File: src/rtl/shift_sequencer.sv
// shift_sequencer: multi-cycle SLL/SRL/SRA controller stepping by 2 bits per cycle, then 1
module shift_sequencer #(
    parameter int WIDTH   = 32,
    parameter int SHAMT_W = 5
) (
    input  logic               clk,
    input  logic               rst,
    input  logic               start,
    input  logic [1:0]         op,
    input  logic [WIDTH-1:0]   data_in,
    input  logic [SHAMT_W-1:0] shamt,
    output logic               busy,
    output logic               done,
    output logic [WIDTH-1:0]   result
);
    typedef enum logic [1:0] {IDLE, SHIFT, DONE} state_t;

    state_t             state_q, state_d;
    logic [WIDTH-1:0]   work_q, work_d, result_q, result_d, shifted;
    logic [SHAMT_W-1:0] rem_q, rem_d;
    logic [1:0]         op_q, op_d;
    logic               two;

    // One shift step on the work register: 2 bits while at least 2 remain, else the final 1 bit
    always_comb begin
        two     = rem_q[SHAMT_W-1:1] != '0;
        shifted = op_q == 2'b00 ? (two ? work_q << 2 : work_q << 1) :
                  op_q == 2'b10 ? (two ? WIDTH'($signed(work_q) >>> 2) : WIDTH'($signed(work_q) >>> 1)) :
                                  (two ? work_q >> 2 : work_q >> 1);
    end

    // Next-state and datapath updates; result is captured on the edge that enters DONE
    always_comb begin
        state_d = state_q;
        work_d  = work_q;
        rem_d   = rem_q;
        op_d    = op_q;
        case (state_q)
            IDLE: if (start) begin
                work_d  = data_in;
                rem_d   = shamt;
                op_d    = op;
                state_d = (shamt == '0 || op == 2'b11) ? DONE : SHIFT;
            end
            SHIFT: begin
                work_d  = shifted;
                rem_d   = two ? rem_q - SHAMT_W'(2) : '0;
                state_d = rem_d == '0 ? DONE : SHIFT;
            end
            DONE:    state_d = IDLE;
            default: state_d = IDLE;
        endcase
        result_d = state_d == DONE ? work_d : result_q;
    end

    // State and datapath registers with synchronous reset
    always_ff @(posedge clk) begin
        if (rst) begin
            state_q  <= IDLE;
            work_q   <= '0;
            rem_q    <= '0;
            op_q     <= '0;
            result_q <= '0;
        end else begin
            state_q  <= state_d;
            work_q   <= work_d;
            rem_q    <= rem_d;
            op_q     <= op_d;
            result_q <= result_d;
        end
    end

    assign busy   = state_q != IDLE;
    assign done   = state_q == DONE;
    assign result = result_q;
endmodule

File: config.mk
export PLATFORM = sky130hd
export DESIGN_NAME = shift_sequencer
export DESIGN_NICKNAME = d
export VERILOG_FILES = /design/src/rtl/shift_sequencer.sv
export SDC_FILE = /design/constraint.sdc
export NUM_CORES = 1
export LEC_CHECK = 0
export CAP_MARGIN = 20
export CORE_UTILIZATION = 23
export CTS_CLUSTER_SIZE = 28
export DETAILED_ROUTE_END_ITERATION = 12
export HOLD_SLACK_MARGIN = 0.06
export PLACE_DENSITY_LB_ADDON = 0.1
export SLEW_MARGIN = 0
export SYNTH_ARGS = -nofsm -noshare
export SYNTH_HDL_FRONTEND = slang
export SYNTH_SLANG_ARGS = --single-unit
File: constraint.sdc
create_clock -name clk -period 2.3 [get_ports clk]
set_input_delay 0.345 -clock clk [delete_from_list [all_inputs] [get_ports clk]]
set_output_delay 0.345 -clock clk [all_outputs]
set_load 0.05 [all_outputs]
==> results of run 1 <==
how the worst min path moves through the flow:
stage,start,to,cells after the start
after floorplan,rem_q[0]$_SDFFE_PP0P_,rem_q[0]$_SDFFE_PP0P_,2
after global placement,rem_q[0]$_SDFFE_PP0P_,rem_q[0]$_SDFFE_PP0P_,2
after detailed placement,rem_q[0]$_SDFFE_PP0P_,rem_q[0]$_SDFFE_PP0P_,2
after CTS,rem_q[0]$_SDFFE_PP0P_,rem_q[0]$_SDFFE_PP0P_,2
after global routing,result[0]$_SDFFE_PP0N_,result[0]$_SDFFE_PP0N_,2
final,rem_q[0]$_SDFFE_PP0P_,rem_q[0]$_SDFFE_PP0P_,2
logic make-up (layout without fill, tap and decap cells):
logic type	after synthesis	count (layout)	share of synthesized area, %
DFF	73	73	34.6
and+or+nand+nor	139	139	16.4
AOI/OAI and AO/OA	198	198	33.2
muxes	43	43	10.9
buffers and inverters	50	123	4.86
registers in the layout, indices dropped and copies added (netlist names):
name and flops:
result 32, work_q 32, rem_q 5, op_q 2, state_q 2
stage by stage:
stage | utilization, % | setup slack [ps] | instance area (µm²) | hold WS [ps] | total power [µW]
final | 32.0 | 209 | 5740 | 538 | 4630
after CTS | 32.0 | 200 | 5740 | 535 | 4680
after global routing | 32.0 | 98.1 | 5740 | 567 | 4850
after detailed placement | 30.1 | -11.2 | 5410 | 521 | 3030
after floorplan | - | 67.9 | 4220 | 465 | 2470
after global placement | 30.1 | 18.7 | 5410 | 510 | 3030
power by group through the flow:
stage	Clock [µW]	Combinational (µW)	Sequential, µW
after CTS	1670	1470	1540
after global routing	1730	1570	1560
after detailed placement	0	1460	1570
after floorplan	0	721	1750
after global placement	0	1470	1570
final	1640	1460	1540
worst max-delay path, cell delays in order, from the launching register on:
cell      delay [ps]
dfxtp_1          380
or4_1            660
mux4_2           490
a221oi_2         330
a21oi_1          120
metal layers:
| layer | vias to the layer above | global-route usage, % |
|---|---|---|
| met1 | 2012 | 24.2 |
| met2 | 91 | 26.6 |
| met3 | 13 | 2.32 |
| met4 | 0 | 5.92 |
| li1 | 2029 | - |
| met5 | - | 0 |
area by class of cell:
| cell class | count | area (µm²) |
|---|---|---|
| sequential | 73 | 1460 |
| inverter | 2 | 7.51 |
| fill | 1876 | 12200 |
| multi-input combinational | 380 | 2570 |
| tap | 229 | 287 |
| timing repair buffer | 106 | 1080 |
| clock buffer | 10 | 229 |
| clock inverter | 5 | 105 |
Yosys cell counts:
cell type | n | area share, %
a2111oi_0 | 2 | 0.41
a211oi_1 | 1 | 0.18
a21o_1 | 17 | 3.0
a21oi_1 | 68 | 8.1
a221oi_1 | 1 | 0.21
a221oi_2 | 1 | 0.36
a2bb2oi_1 | 2 | 0.41
a311oi_1 | 1 | 0.21
a31oi_1 | 29 | 4.3
a32o_1 | 1 | 0.24
a41o_1 | 1 | 0.24
and2_1 | 3 | 0.44
buf_2 | 8 | 0.95
buf_6 | 1 | 0.27
clkbuf_1 | 39 | 3.5
clkinv_1 | 1 | 0.089
dfxtp_1 | 73 | 35
inv_1 | 1 | 0.089
mux2_2 | 14 | 3.7
mux2i_1 | 28 | 6.6
mux4_2 | 1 | 0.53
nand2_1 | 65 | 5.8
nand2b_1 | 4 | 0.59
nand3b_1 | 5 | 0.89
nor2_1 | 14 | 1.2
nor2b_1 | 35 | 5.2
nor3_1 | 1 | 0.12
nor3b_1 | 3 | 0.53
nor4_1 | 2 | 0.30
nor4_2 | 1 | 0.30
o21a_1 | 1 | 0.18
o21ai_0 | 6 | 0.71
o21ai_1 | 1 | 0.12
o221a_2 | 30 | 8.0
o311ai_0 | 1 | 0.21
o31a_1 | 2 | 0.41
o31ai_1 | 32 | 5.7
o41a_1 | 1 | 0.27
or2_2 | 2 | 0.30
or3b_2 | 2 | 0.41
or4_1 | 2 | 0.36
==> flow_summary.json, run 1 <==
{
  "status": "finished clean",
  "h-tree-depth": 3,
  "p_leak_uw": 0.00207,
  "vdd_drop_max_mv": 0.377,
  "route.met2.wl_mm": 6.94,
  "dieArea_um2": 18900,
  "vias": 4145,
  "power.internal_uw": 3080,
  "finalWeightedCongestion": 0.762,
  "crit_fanout": 8,
  "rows": 49,
  "rsz0062_at_grt": "no",
  "syn_nets": 545,
  "pwr_density_cell_nw_per_um2": 807,
  "slew_violations": 0,
  "grt_max_degree": 39,
  "start_util_pct": 23.5,
  "drt_iter0_drc": 255,
  "die_w_um": 138,
  "clk_latency_ps": 350,
  "core-area_um2": 18000,
  "hold_violations": 0,
  "drc": 0,
  "wl_met3_um": 633,
  "cts.clk_slew.worst_paths_ps": 60,
  "die_h_um": 138,
  "setup_viol": 0,
  "critPathCapture": "result[27]$_SDFFE_PP0N_",
  "portBuffers": 75,
  "min_path_type": "flip-flop to flip-flop",
  "drt_first_pass_iters": 4,
  "clock-root-buffer": "clkbuf_16",
  "layout.cells.non_filler": 805,
  "crit_path_start": "rem_q[4]$_SDFFE_PP0P_",
  "finalSetupTns_ps": 0,
  "ios": 76,
  "maxCapViolCount": 0,
  "tightest_slew_ps": 511,
  "synthCells": 503,
  "grt_overflow": 0,
  "final_cell_mix": "clkdlybuf4s50_1, dfxtp_1, a21oi_1",
  "r2r-start": "rem_q[4]$_SDFFE_PP0P_",
  "ys_ff_latch": 73,
  "synth-seq-area-share_pct": 34.6,
  "grtUsageTotal_pct": 17.2,
  "arrival_ps": 2320,
  "via_per_inst": 5.15,
  "crit_type": "flip-flop to flip-flop",
  "cts_hold_buf": 0,
  "met1Wirelength_mm": 7.68,
  "wl_per_cell_um": 19.2,
  "worst_clock_skew_ps": 11.9,
  "sw_frac_of_total_pct": 33.5,
  "period_share_pct": 90.9,
  "mappedNetlistArea_um2": 4220,
  "drive_gt1_share_pct": 17.5,
  "cts_tree": "yes",
  "p_seq_share_pct": 33.2,
  "wirelength_mm": 15.5,
  "cts_resized": 0,
  "postCtsSetupBuffers": 0,
  "grt_pass1_vias": 4183,
  "maxSlewHeadroom_pct": 65.8,
  "p_switching_uw": 1550,
  "end_kind": "flip-flop",
  "clockPowerShare_pct": 35.3,
  "yosys_warnings": 0,
  "dpl.hpwl_mm": 10.2,
  "antenna_left": 0,
  "dp_cells": 790,
  "required_ps": 2520,
  "antenna_found_initial": 0,
  "highest_layer": "met4",
  "combPwrFrac_pct": 31.5,
  "r2r_slack_ps": 210,
  "ys_types": 41,
  "clockBufferDepth": 2,
  "startpoint_type": "flip-flop",
  "clock.fmax_mhz": 478,
  "final_net_count": 614,
  "synthToLayoutAreaGrowth_pct": 36.0,
  "r2r_end": "result[27]$_SDFFE_PP0N_",
  "synth.avg_cell_area_um2": 8.40,
  "cts_made_buffers": 9,
  "grt_pass1_wl_mm": 24.4,
  "clock-sinks": 73,
  "min_period_ps": 2090,
  "antenna_cells": 0,
  "ff2ff_path_depth": 4,
  "mostFrequentLayoutCell": "clkdlybuf4s50_1"
}
Note: power is estimated with default switching activity, not from simulation.
==> run 2: changes to the inputs <==
- CAP_MARGIN: 20 -> 30
==> results of run 2 <==
Same layout as run 1: the final DEF is identical, and so are final timing and power.
